## src/rtl/arb_pkg.sv

```systemverilog
// Shared definitions for the fair scheduler and its response router.
// Sizes, requester id type and the idle grant encoding.
package arb_pkg;

   localparam int unsigned LG_N     = 2;
   localparam int unsigned LG_DEPTH = 3;
   localparam int unsigned W        = 64;

   typedef logic [LG_N-1:0] req_id_t;

   localparam logic [LG_N:0] IDLE_ID = {(LG_N+1){1'b1}};

   // A grant carries a real requester only when the MSB of its encoding is clear.
   function automatic logic is_real_grant(input logic [LG_N:0] id);
      is_real_grant = ~id[LG_N];
   endfunction

endpackage

```

## src/rtl/arb_resp_router_if.sv

```systemverilog
// Grant, downstream response and requester response buses of the router.
interface arb_resp_router_if
   import arb_pkg::*;
#(
   parameter int unsigned P_LG_N = LG_N,
   parameter int unsigned P_W    = W
);
   localparam int unsigned N = 1 << P_LG_N;

   logic              grant_valid;
   logic [P_LG_N:0]   grant_id;
   logic              grant_ready;
   logic              rsp_valid;
   logic [P_W-1:0]    rsp_data;
   logic              rsp_ready;
   logic [N-1:0]      out_valid;
   logic [P_W-1:0]    out_data;
   logic [N-1:0]      out_ready;

   modport master (
      output grant_valid, grant_id, rsp_valid, rsp_data, out_ready,
      input  grant_ready, rsp_ready, out_valid, out_data
   );

   modport slave (
      input  grant_valid, grant_id, rsp_valid, rsp_data, out_ready,
      output grant_ready, rsp_ready, out_valid, out_data
   );
endinterface

```

## src/rtl/arb_resp_router_tag_fifo.sv

```systemverilog
// In-order store of granted requester ids; pop only sees entries written on an earlier edge.
module tag_fifo
   import arb_pkg::*;
#(
   parameter int unsigned P_LG_N     = LG_N,
   parameter int unsigned P_LG_DEPTH = LG_DEPTH
) (
   input  logic                  clk,
   input  logic                  rst_n,
   input  logic                  push_i,
   input  logic [P_LG_N-1:0]     push_id_i,
   input  logic                  pop_i,
   output logic [P_LG_N-1:0]     pop_id_o,
   output logic [P_LG_DEPTH:0]   count_o,
   output logic                  full_o,
   output logic                  empty_o
);
   localparam int unsigned            D        = 1 << P_LG_DEPTH;
   localparam logic [P_LG_DEPTH:0]    CNT_FULL = (P_LG_DEPTH+1)'(D);
   localparam logic [P_LG_DEPTH:0]    CNT_ONE  = (P_LG_DEPTH+1)'(1);
   localparam logic [P_LG_DEPTH-1:0]  PTR_ONE  = P_LG_DEPTH'(1);

   logic [P_LG_N-1:0]     mem_q [D];
   logic [P_LG_DEPTH-1:0] wr_q, rd_q;
   logic [P_LG_DEPTH:0]   cnt_q;
   logic                  push_s, pop_s;

   assign full_o   = (cnt_q == CNT_FULL);
   assign empty_o  = (cnt_q == {(P_LG_DEPTH+1){1'b0}});
   assign push_s   = push_i & ~full_o;
   assign pop_s    = pop_i & ~empty_o;
   assign pop_id_o = mem_q[rd_q];
   assign count_o  = cnt_q;

   // Pointers wrap naturally; occupancy comes only from the counter.
   always_ff @(posedge clk) begin
      if (!rst_n) begin
         wr_q  <= {P_LG_DEPTH{1'b0}};
         rd_q  <= {P_LG_DEPTH{1'b0}};
         cnt_q <= {(P_LG_DEPTH+1){1'b0}};
      end else begin
         if (push_s) wr_q <= wr_q + PTR_ONE;
         if (pop_s)  rd_q <= rd_q + PTR_ONE;
         case ({push_s, pop_s})
            2'b10:   cnt_q <= cnt_q + CNT_ONE;
            2'b01:   cnt_q <= cnt_q - CNT_ONE;
            default: cnt_q <= cnt_q;
         endcase
      end
   end

   always_ff @(posedge clk) begin
      if (push_s) mem_q[wr_q] <= push_id_i;
   end

endmodule

```

## src/rtl/arb_resp_router.sv

```systemverilog
// Steers in-order downstream responses back to the requester recorded for each grant,
// through a one-entry output register that drains under per-requester backpressure.
module arb_resp_router
   import arb_pkg::*;
#(
   parameter int unsigned P_LG_N     = LG_N,
   parameter int unsigned P_LG_DEPTH = LG_DEPTH,
   parameter int unsigned P_W        = W
) (
   input  logic                 clk,
   input  logic                 rst_n,
   arb_resp_router_if.slave     bus,
   output logic [P_LG_DEPTH:0]  outstanding,
   output logic                 err_overflow,
   output logic                 err_orphan
);
   localparam int unsigned N = 1 << P_LG_N;

   logic                 hold_v_q, hold_v_d;
   logic [P_LG_N-1:0]    hold_id_q, hold_id_d;
   logic [P_W-1:0]       hold_data_q, hold_data_d;
   logic                 ovf_q, ovf_d, orph_q, orph_d;
   logic                 push_s, pop_s, drain_s, full_s, empty_s, real_grant_s;
   logic [P_LG_N-1:0]    pop_id_s;

   tag_fifo #(.P_LG_N(P_LG_N), .P_LG_DEPTH(P_LG_DEPTH)) u_tag_fifo (
      .clk       (clk),
      .rst_n     (rst_n),
      .push_i    (push_s),
      .push_id_i (bus.grant_id[P_LG_N-1:0]),
      .pop_i     (pop_s),
      .pop_id_o  (pop_id_s),
      .count_o   (outstanding),
      .full_o    (full_s),
      .empty_o   (empty_s)
   );

   assign real_grant_s    = bus.grant_valid & is_real_grant(bus.grant_id);
   assign bus.grant_ready = ~full_s;
   assign push_s          = real_grant_s & ~full_s;
   assign drain_s         = hold_v_q & bus.out_ready[hold_id_q];
   assign bus.rsp_ready   = ~empty_s & (~hold_v_q | drain_s);
   assign pop_s           = bus.rsp_valid & bus.rsp_ready;
   assign bus.out_valid   = hold_v_q ? (N'(1) << hold_id_q) : {N{1'b0}};
   assign bus.out_data    = hold_data_q;
   assign err_overflow    = ovf_q;
   assign err_orphan      = orph_q;

   // A pop refills the output register even while it drains, giving one response per cycle.
   always_comb begin
      hold_v_d    = hold_v_q;
      hold_id_d   = hold_id_q;
      hold_data_d = hold_data_q;
      if (pop_s) begin
         hold_v_d    = 1'b1;
         hold_id_d   = pop_id_s;
         hold_data_d = bus.rsp_data;
      end else if (drain_s) begin
         hold_v_d    = 1'b0;
      end else begin
         hold_v_d    = hold_v_q;
      end
      ovf_d  = ovf_q | (real_grant_s & full_s);
      orph_d = orph_q | (bus.rsp_valid & empty_s);
   end

   // Output register and sticky error flags.
   always_ff @(posedge clk) begin
      if (!rst_n) begin
         hold_v_q    <= 1'b0;
         hold_id_q   <= {P_LG_N{1'b0}};
         hold_data_q <= {P_W{1'b0}};
         ovf_q       <= 1'b0;
         orph_q      <= 1'b0;
      end else begin
         hold_v_q    <= hold_v_d;
         hold_id_q   <= hold_id_d;
         hold_data_q <= hold_data_d;
         ovf_q       <= ovf_d;
         orph_q      <= orph_d;
      end
   end

endmodule
```

## src/flat_wrapper.sv

```systemverilog
// flat-port wrapper written by rule: the top's interface ports become plain ports
module arb_resp_router_flat import arb_pkg::*;
#(
   parameter int unsigned P_LG_N     = LG_N,
   parameter int unsigned P_LG_DEPTH = LG_DEPTH,
   parameter int unsigned P_W        = W
)
  (clk, rst_n, outstanding, err_overflow, err_orphan, bus_grant_valid, bus_grant_id, bus_rsp_valid, bus_rsp_data, bus_out_ready, bus_grant_ready, bus_rsp_ready, bus_out_valid, bus_out_data);
  arb_resp_router_if #(.P_LG_N(P_LG_N), .P_W(P_W)) bus_i ();
  input  logic clk;
  input  logic rst_n;
  output logic [P_LG_DEPTH:0] outstanding;
  output logic err_overflow;
  output logic err_orphan;
  input wire logic [$bits(bus_i.grant_valid)-1:0] bus_grant_valid;
  input wire logic [$bits(bus_i.grant_id)-1:0] bus_grant_id;
  input wire logic [$bits(bus_i.rsp_valid)-1:0] bus_rsp_valid;
  input wire logic [$bits(bus_i.rsp_data)-1:0] bus_rsp_data;
  input wire logic [$bits(bus_i.out_ready)-1:0] bus_out_ready;
  output wire logic [$bits(bus_i.grant_ready)-1:0] bus_grant_ready;
  output wire logic [$bits(bus_i.rsp_ready)-1:0] bus_rsp_ready;
  output wire logic [$bits(bus_i.out_valid)-1:0] bus_out_valid;
  output wire logic [$bits(bus_i.out_data)-1:0] bus_out_data;
  assign bus_i.grant_valid = bus_grant_valid;
  assign bus_i.grant_id = bus_grant_id;
  assign bus_i.rsp_valid = bus_rsp_valid;
  assign bus_i.rsp_data = bus_rsp_data;
  assign bus_i.out_ready = bus_out_ready;
  assign bus_grant_ready = bus_i.grant_ready;
  assign bus_rsp_ready = bus_i.rsp_ready;
  assign bus_out_valid = bus_i.out_valid;
  assign bus_out_data = bus_i.out_data;
  arb_resp_router #(.P_LG_N(P_LG_N), .P_LG_DEPTH(P_LG_DEPTH), .P_W(P_W)) u_core (.clk(clk), .rst_n(rst_n), .bus(bus_i), .outstanding(outstanding), .err_overflow(err_overflow), .err_orphan(err_orphan));
endmodule
```

## config.mk

```make
export PLATFORM = sky130hd
export DESIGN_NAME = arb_resp_router_flat
export DESIGN_NICKNAME = d
export VERILOG_FILES = /design/src/rtl/arb_pkg.sv /design/src/rtl/arb_resp_router_if.sv /design/src/rtl/arb_resp_router_tag_fifo.sv /design/src/rtl/arb_resp_router.sv /design/src/flat_wrapper.sv
export SDC_FILE = /design/constraint.sdc
export NUM_CORES = 1
export LEC_CHECK = 0
export BUFFER_PORTS_ARGS = -buffer_cell sky130_fd_sc_hd__buf_2
export CELL_PAD_IN_SITES_DETAIL_PLACEMENT = 1
export CELL_PAD_IN_SITES_GLOBAL_PLACEMENT = 1
export CORE_UTILIZATION = 31
export CTS_CLUSTER_DIAMETER = 150
export CTS_CLUSTER_SIZE = 28
export DETAILED_ROUTE_END_ITERATION = 7
export PLACE_DENSITY_LB_ADDON = 0.1
export SKIP_CTS_REPAIR_TIMING = 1
export SLEW_MARGIN = 25
export SYNTH_ARGS = -nofsm -noshare
export SYNTH_HDL_FRONTEND = slang
export SYNTH_SLANG_ARGS = --single-unit
```

## constraint.sdc

```tcl
create_clock -name clk -period 3.11 [get_ports clk]
set_input_delay 0.7775 -clock clk [delete_from_list [all_inputs] [get_ports clk]]
set_output_delay 0.7775 -clock clk [all_outputs]
set_load 0.1 [all_outputs]
```

---- Word level (Yosys, flattened, before mapping) ----
Memory sizes are Yosys's and may differ from the RTL's. A register that Yosys moved wholly into a read port is not among the register bits.
Index checks and enable logic that the tools add are counted.
operators by class
  reduce and logical (&&, ||, !) cells .... 4
  $add $sub $neg .......................... 4
  $lt $le $gt $ge ......................... 1
  shift-type cells ........................ 1
  eq/ne operators ......................... 3
  multiplexer cells ....................... 8
  bitwise logic cells ..................... 16
operators by type and width
  kind                                                                          count
  1-bit bitwise AND                                                             9
  4-bit case mux with 2 select lines                                            1
  3-bit by 1-bit adder with 3-bit output, second input constant                 2
  1-bit 2-to-1 mux                                                              5
  4-bit by 1-bit adder with 4-bit output, second input constant                 1
  4-bit equality test, second input constant                                    1
  4-bit logical NOT                                                             1
  4-bit 2-to-1 mux                                                              1
  1-bit NOT                                                                     4
  2-bit nonzero test                                                            2
  1-bit by 2-bit left shift with 4-bit output, first input constant             1
  4-bit by 1-bit subtractor with 4-bit output, second input constant            1
  2-bit by 3-bit less-than comparator with 1-bit output, second input constant  1
  1-bit OR                                                                      3
  1-bit binary-select mux with 2-bit select                                     1
  2-bit by 1-bit equality test with 1-bit output, second input constant         1
  2-bit equality test, second input constant                                    1
  1-bit logical NOT                                                             1
word-level totals
  bits in writable memories ............... 16
  bits of input ports ..................... 75
  memories ................................ 1
  logic and storage cells ................. 45
  output and inout port bits .............. 76
  register bits ........................... 77
memory list
  memory                   depth  width  rd ports  clocked after memory_dff  write ports  RTL line                        text
  u_core.u_tag_fifo.mem_q  8      2      1         1                         1            arb_resp_router_tag_fifo.sv:23  logic [P_LG_N-1:0] mem_q [D];

---- Depth between registers and ports, before layout ----
Gate-level depths: netlist (run 1).
  depth after elaboration ................. 9
  mapped depth ............................ 11
  mapped depth without buffers ............ 9

---- Modules after synthesis ----
A second synthesis (run 1) with hierarchy kept.
second synthesis, totals
  cell total of the unflattened synthesis .. 405
  area total of the unflattened synthesis .. 4088.9 µm²
by module, submodules not included
  module           seq. area each (µm²)  area an instance (µm²)  cells an instance  times used
  arb_resp_router  1381.3                2803.9                  309                1
  tag_fifo         740.7                 1285.0                  96                 1

---- Worst setup path before layout (run 1) ----
No wires, ideal clock.
  kind .................................... reg2reg
  start ................................... register u_core.u_tag_fifo.cnt_q[0] (netlist: u_core.u_tag_fifo.count_o[0])
  end ..................................... register u_core.u_tag_fifo.cnt_q[3] (netlist: u_core.u_tag_fifo.count_o[3])
  data arrival time ....................... 3.856 ns
  clock period less this slack ............ 3.929 ns
  cell stages (with the launch flop) ...... 11
  data required time ...................... 3.037 ns
  library setup time ...................... 0.073 ns
  path buffers ............................ 2
  setup slack ............................. -0.819 ns
  cells stage by stage .................... dfxtp_1 -> clkbuf_2 -> or4b_1 -> clkbuf_1 -> nand2_1 -> ha_1 -> ha_1 -> a21o_1 -> a21oi_1 -> mux2i_1 -> mux2i_1
between the ends
  elaborated cells between the ends (all ways) .. 15
  classes of those cells .................. add/sub (2); eq/ne (3); mux (1); bitwise (7); reduce/logical (2)
RTL lines
  what                                                                                   RTL line                        text
  start, declared                                                                        arb_resp_router_tag_fifo.sv:25  logic [P_LG_DEPTH:0] cnt_q;
  start signal, assigned                                                                 arb_resp_router_tag_fifo.sv:40  cnt_q <= {(P_LG_DEPTH+1){1'b0}};
  start signal, assigned                                                                 arb_resp_router_tag_fifo.sv:45  2'b10: cnt_q <= cnt_q + CNT_ONE;
  start signal, assigned                                                                 arb_resp_router_tag_fifo.sv:46  2'b01: cnt_q <= cnt_q - CNT_ONE;
  4-bit equality test (*)                                                                arb_resp_router_tag_fifo.sv:28  assign full_o = (cnt_q == CNT_FULL);
  1-bit NOT (*)                                                                          --
  net bus_grant_ready                                                                    flat_wrapper.sv:20              output wire logic [$bits(bus_i.grant_ready)-1:0] bus_grant_ready;
  1-bit bitwise AND                                                                      arb_resp_router.sv:40           assign push_s = real_grant_s & ~full_s;
  1-bit bitwise AND (*)                                                                  arb_resp_router_tag_fifo.sv:30  assign push_s = push_i & ~full_o;
  2-bit by 1-bit equality test with 1-bit output or 2-bit equality test (tied branches)  arb_resp_router_tag_fifo.sv:44  case ({push_s, pop_s})
  4-bit case mux with 2 select lines or 2-bit nonzero test (tied branches)               --
Mark *: on every way through the listed nets, which the timed path passes. The rest lies on a longest branch.
A chain may end at the register's enable or synchronous reset.

---- Final worst setup path (run 1) ----
  start ................................... input bus_out_ready[2]
  end ..................................... output bus_rsp_ready
between the ends
  longest elaborated chain between the ends .. 5
RTL lines
  what                                       RTL line               text
  start, declared                            flat_wrapper.sv:19     input wire logic [$bits(bus_i.out_ready)-1:0] bus_out_ready;
  1-bit binary-select mux with 2-bit select  arb_resp_router.sv:41  assign drain_s = hold_v_q & bus.out_ready[hold_id_q];
  1-bit 2-to-1 mux (implied by the code)     arb_resp_router.sv:41
  1-bit bitwise AND                          arb_resp_router.sv:41
  1-bit OR                                   arb_resp_router.sv:42  assign bus.rsp_ready = ~empty_s & (~hold_v_q | drain_s);
  1-bit bitwise AND                          arb_resp_router.sv:42
  end, declared                              flat_wrapper.sv:21     output wire logic [$bits(bus_i.rsp_ready)-1:0] bus_rsp_ready;
Every way passes these cells. The select of a mux whose other input is x is not followed.

==> results of run 1 <==
worst max-delay path: stages:
cell and delay (ns):
buf_2 0.10, mux4_2 0.49, nor2_1 0.19, nor2_2 0.06, buf_2 0.30
flip-flops by register name (all words and copies together), names as in the netlist, 2 cells and up:
signal,count
u_core.u_tag_fifo.wr_q,3
u_core.u_tag_fifo.count_o,4
u_core.bus.out_data,64
u_core.u_tag_fifo.rd_q,3
u_core.hold_id_q,2
u_core.u_tag_fifo.mem_q,16
cell type report:
cell class,instances,area [um2]
tap,143,179
clock buffer,13,250
timing repair buffer,155,803
fill,1395,6720
inverter,6,22.5
clock inverter,3,42.5
multi-input combinational,276,1540
sequential,95,2060
logic make-up (layout without fill, tap and decap cells):
logic type	count (synthesis)	in the layout	share of synthesized area, %
AOI/OAI and AO/OA	18	18	3.30
xor gates and xnor gates	4	4	0.934
adders and majority gates	6	6	2.20
buffers and inverters	39	177	4.67
DFF	95	95	55.0
muxes	10	10	4.33
and+or+nand+nor	238	238	29.6
placed cells by master, fill, tap and decap left out, drive strengths merged, types with 2 or more instances in the layout:
master  count
buf       155
nand3     133
dfxtp      79
nand2      74
edfxtp     16
clkbuf     13
nor2       11
inv         6
mux4        5
and2        5
mux2i       5
ha          5
o21ai       5
a21oi       4
nor2b       3
nand2b      3
xnor2       3
a21boi      3
nor3        3
o21a        2
layer usage:
metal | part of all wire (%) | wire length, um
met5 | 0 | 0
met4 | 1.4 | 138
met3 | 6.6 | 648
met2 | 47 | 4600
met1 | 45 | 4380
metrics by stage:
step,instance area [um2],TNS [ns]
floorplan,3770,-0.168
global placement,4600,0
detailed placement,4600,0
CTS,4900,0
global route,4900,0
finish,4900,0
how the worst min path moves through the flow:
stage	start	end	slack (ns)	cells after the start
after global routing	u_core.bus.out_data[48]	u_core.bus.out_data[48]	0.47	2
after detailed placement	u_core.bus.out_data[29]	u_core.bus.out_data[29]	0.44	2
after CTS	u_core.bus.out_data[29]	u_core.bus.out_data[29]	0.45	2
after global placement	u_core.bus.out_data[59]	u_core.bus.out_data[59]	0.43	2
final	u_core.bus.out_data[29]	u_core.bus.out_data[29]	0.44	2
after floorplan	u_core.u_tag_fifo.wr_q[0]	u_core.u_tag_fifo.wr_q[0]	0.47	2
==> flow_metrics.env, run 1 <==
export IMPL_root_buffer="clkbuf_16"
export IMPL_io_buffer_count=150
export IMPL_grt_max_degree=69
export IMPL_die_area_um2=12500
export IMPL_fp_dieH_um=112
export IMPL_place_ws_ns=0.148
export IMPL_cp_max_fo=2
export IMPL_antenna_found_initial=0
export IMPL_synth_seq_cells=95
export IMPL_path_clk_slew_ns=0.06
export IMPL_synth_avg_cell_area_um2=9.15
export IMPL_cts_sinks=95
export IMPL_async_flop_share_pct=0
export IMPL_netlist_area_leader_share_pct=42.1
export IMPL_hold_viol_final=0
export IMPL_postLayoutCoreUtil_pct=42.2
export IMPL_yosys_area_top_type="dfxtp_1"
export IMPL_grt_use_met1_pct=20.1
export IMPL_critPathLaunchType="input pin"
export IMPL_cts_tree="yes"
export IMPL_synth_fp_nets=491
export IMPL_violations="DRC"
export IMPL_io_pins=151
export IMPL_end_kind="primary output"
export IMPL_synth_cell_type_count=38
export IMPL_fmax_mhz=371
export IMPL_clockBufferDepth=2
export IMPL_timing_rr_end="u_core.u_tag_fifo.count_o[3]"
export IMPL_hp_class="register to register"
export IMPL_cts_buffers_inserted=9
export IMPL_first_pass_iters=6
export IMPL_viasPerCell=4.81
export IMPL_max_slew_worst_pin_slew_ns=0.764
export IMPL_clk_latency_ns=0.34
export IMPL_grt_use_total_pct=16.1
export IMPL_synthFlopType="dfxtp_1"
export IMPL_ant_nets=0
export IMPL_slew_viol_final=0
export IMPL_use_met2_pct=26.5
export IMPL_grt_pass1_wl_um=15900
export IMPL_place_hpwl_um=6760
export IMPL_startpoint="bus_out_ready[2]"
export IMPL_synth_area_top_cells="dfxtp_1 (42%), nand3_1 (18%), edfxtp_1 (13%)"
export IMPL_synthCells=410
export IMPL_holdWs_ns=0.444
export IMPL_place_congestion=0.705
export IMPL_max_cap_violations=0
export IMPL_gr_max_usage_layer="met2"
export IMPL_fin_cells=691
export IMPL_fin_nets=624
export IMPL_synth_most_common_cell="nand3_1"
export IMPL_dp_cells=675
export IMPL_synth_edf_count=16
export IMPL_synth_seq_area_share_pct=55.0
export IMPL_critical_path_required_ns=2.33
export IMPL_setup_viol=0
export IMPL_min_period_over_period_pct=86.6
export IMPL_relSlewSlack_pct=49.1
export IMPL_antennaDiodeCount=0
export IMPL_wl_per_cell_um=14.1
export IMPL_vias=3324
export IMPL_ys_top_cells_by_count="nand3_1 (133), dfxtp_1 (79), nand2_1 (74), clkbuf_1 (19), edfxtp_1 (16)"
export IMPL_drive_gt1_share_pct=33.0
export IMPL_drc_errors=13
export IMPL_grt_pass1_vias=3232
export IMPL_finClkSkew_ns=0.00599
export IMPL_synth_warnings=0
export IMPL_rsz0062_at_grt="false"
export IMPL_routed_wl_um=9770
export IMPL_rows=39
export IMPL_status="finished with violations"
export IMPL_cp_arrival_ns=1.92
export IMPL_start_util_pct=32.3
export IMPL_dieWidth_um=112
export IMPL_critical_path_class="input pin to primary output"
export IMPL_timing_final_ws_setup_ns=0.416
export IMPL_area_growth_synth_to_final_pct=30.5
export IMPL_coreArea_um2=11600
export IMPL_grtUsageMet3_pct=4.16
export IMPL_ctsHtreeMaxLevel=3
export IMPL_grt_overflow=0
export IMPL_cp_endpoint="bus_rsp_ready"
export IMPL_layout_min_cycle_time_ns=2.69
export IMPL_r2r_setup_slack_ns=0.51
export IMPL_r2r_cells=8
export IMPL_syn_area_um2=3750
export IMPL_drtIter0Drc=151
export IMPL_r2r_start="u_core.u_tag_fifo.count_o[2]"
Power of run 1 is not shown: default switching activity piles up to over one toggle a cycle in this logic, so the estimate is an artifact.
==> inputs of run 2 (changes only) <==
--- a/config.mk
+++ b/config.mk
@@ -6,7 +6,7 @@
 export NUM_CORES = 1
 export LEC_CHECK = 0
 export BUFFER_PORTS_ARGS = -buffer_cell sky130_fd_sc_hd__buf_2
-export CELL_PAD_IN_SITES_DETAIL_PLACEMENT = 1
+export CELL_PAD_IN_SITES_DETAIL_PLACEMENT = 0
 export CELL_PAD_IN_SITES_GLOBAL_PLACEMENT = 1
 export CORE_UTILIZATION = 31
 export CTS_CLUSTER_DIAMETER = 150
==> run 2 against run 1 <==
  * The flow still finishes with violations (DRC)
  * Hold slack got worse by 0.0027 ns
  * Sequential cell count did not move
  * Clock-buffer cell count decreased by 3
  * Maximum frequency rose by 0.84%
  * Final area shrank 0.74%
  * Critical path depth is the same
  * Global-route usage decreased by 0.74 points
  * Wire length shrank 5.6%
  * Non-clock buffer count is the same
  * First-iteration DRC count is 48% higher
  * Clock skew is essentially flat
==> flow_metrics.env, run 2 (same netlist as run 1, synthesis figures left out) <==
export IMPL_drive_gt1_share_pct=33.0
export IMPL_setup_viol=0
export IMPL_viasPerCell=4.71
export IMPL_critPathLaunchType="input pin"
export IMPL_place_congestion=0.705
export IMPL_crit_buf_inv=2
export IMPL_gr_max_usage_layer="met2"
export IMPL_final_fill_count=1194
export IMPL_cp_arrival_ns=1.89
export IMPL_io_pins=151
export IMPL_min_period_over_period_pct=85.9
export IMPL_ant_nets=0
export IMPL_largest_reg_flops=64
export IMPL_max_cap_violations=0
export IMPL_die_area_um2=12500
export IMPL_end_kind="primary output"
export IMPL_ctsHtreeMaxLevel=3
export IMPL_grtUsageMet3_pct=3.89
export IMPL_antennaDiodeCount=0
export IMPL_place_hpwl_um=6100
export IMPL_fin_nets=624
export IMPL_hold_viol_final=0
export IMPL_vias=3256
export IMPL_timing_final_ws_setup_ns=0.438
export IMPL_root_buffer="clkbuf_16"
export IMPL_rows=39
export IMPL_layout_common_cells="buf_2 (149), nand3_1 (133), dfxtp_1 (77)"
export IMPL_relSlewSlack_pct=48.8
export IMPL_layout_min_cycle_time_ns=2.67
export IMPL_grt_max_degree=69
export IMPL_hp_class="register to register"
export IMPL_cts_tree="yes"
export IMPL_first_pass_iters=6
export IMPL_place_ws_ns=0.142
export IMPL_fin_area_um2=4860
export IMPL_fmax_mhz=374
export IMPL_cp_max_fo=2
export IMPL_antenna_found_initial=0
export IMPL_io_buffer_count=150
export IMPL_dieWidth_um=112
export IMPL_clockBufferDepth=2
export IMPL_dp_cells=675
export IMPL_fin_cells=691
export IMPL_violations="DRC"
export IMPL_clk_latency_ns=0.34
export IMPL_grt_use_total_pct=15.3
export IMPL_postLayoutCoreUtil_pct=41.9
export IMPL_cp_slowest_cell="mux4_2"
export IMPL_grt_pass1_wl_um=15100
export IMPL_wl_per_cell_um=13.3
export IMPL_crit_chain="buf_2 > mux4_2 > nor2_1 > nor2_2 > buf_2"
export IMPL_placed_area_um2=4600
export IMPL_critical_path_top_delay_family="multiplexers"
export IMPL_finClkSkew_ns=0.00601
export IMPL_grt_use_met1_pct=19.6
export IMPL_slew_viol_final=0
export IMPL_drtIter0Drc=223
export IMPL_grt_overflow=0
export IMPL_path_clk_slew_ns=0.06
export IMPL_area_growth_synth_to_final_pct=29.5
export IMPL_cts_buffers_inserted=9
export IMPL_cts_sinks=95
export IMPL_coreArea_um2=11600
export IMPL_critical_path_class="input pin to primary output"
export IMPL_max_slew_worst_pin_slew_ns=0.768
export IMPL_grt_pass1_vias=3068
export IMPL_rsz0062_at_grt="false"
export IMPL_fp_dieH_um=112
export IMPL_critical_path_required_ns=2.33
export IMPL_final_common_cell="buf_2"
export IMPL_status="finished with violations"
export IMPL_cpPeakStageDelay_ns=0.49
export IMPL_drc_errors=13
export IMPL_start_util_pct=32.3
export IMPL_routed_wl_um=9220
export IMPL_use_met2_pct=24.2
export IMPL_path_common_cell="buf_2"
-- run 2: cell count changes in the layout (fill, tap and decap cells not counted), sizes merged --
cell / delta
bufinv: -1
clkbuf: -3
clkinv: +5
clkinvlp: -1
-- run 2: cell type report --
type	count	area, um2	area share, %
flip-flops and latches	95	2060	42.5
repair buffers	155	803	16.5
clock inverters	6	27.5	0.566
multi-input cells	276	1540	31.6
inverters	6	22.5	0.463
clock buffers	10	229	4.71
well taps	143	179	3.68
-- run 2: path summary, 6_finish.rpt --
kind	end	from	cells after the start	slack [ns]
max	bus_rsp_ready	bus_out_ready[2]	5	0.44
min reg2reg	u_core.bus.out_data[37]	u_core.bus.out_data[37]	2	0.44
max reg2reg	u_core.u_tag_fifo.count_o[3]	u_core.u_tag_fifo.count_o[2]	8	0.50
min	u_core.bus.out_data[37]	u_core.bus.out_data[37]	2	0.44
-- run 2: worst register-to-register path, cell delays in order, from the launching register on --
cell	delay [ns]
dfxtp_1	0.36
or4b_1	0.67
nand2_1	0.22
ha_1	0.25
ha_1	0.25
a21o_1	0.18
a21oi_1	0.17
mux2i_1	0.24
mux2i_1	0.19
-- run 2: through the flow --
step | hold WS (ns) | TNS [ns]
CTS | 0.447 | 0
finish | 0.441 | 0
detailed placement | 0.440 | 0
floorplan | 0.470 | -0.168
global route | 0.466 | 0
global placement | 0.433 | 0
-- run 2: per-layer routing --
layer / up-vias / part of all wire [%]
met3: 12 / 6.8
met1: 1475 / 44
li1: 1679 / -
met4: 0 / 1.9
met5: - / 0
met2: 90 / 47
Power of run 2 is left out for the same reason.
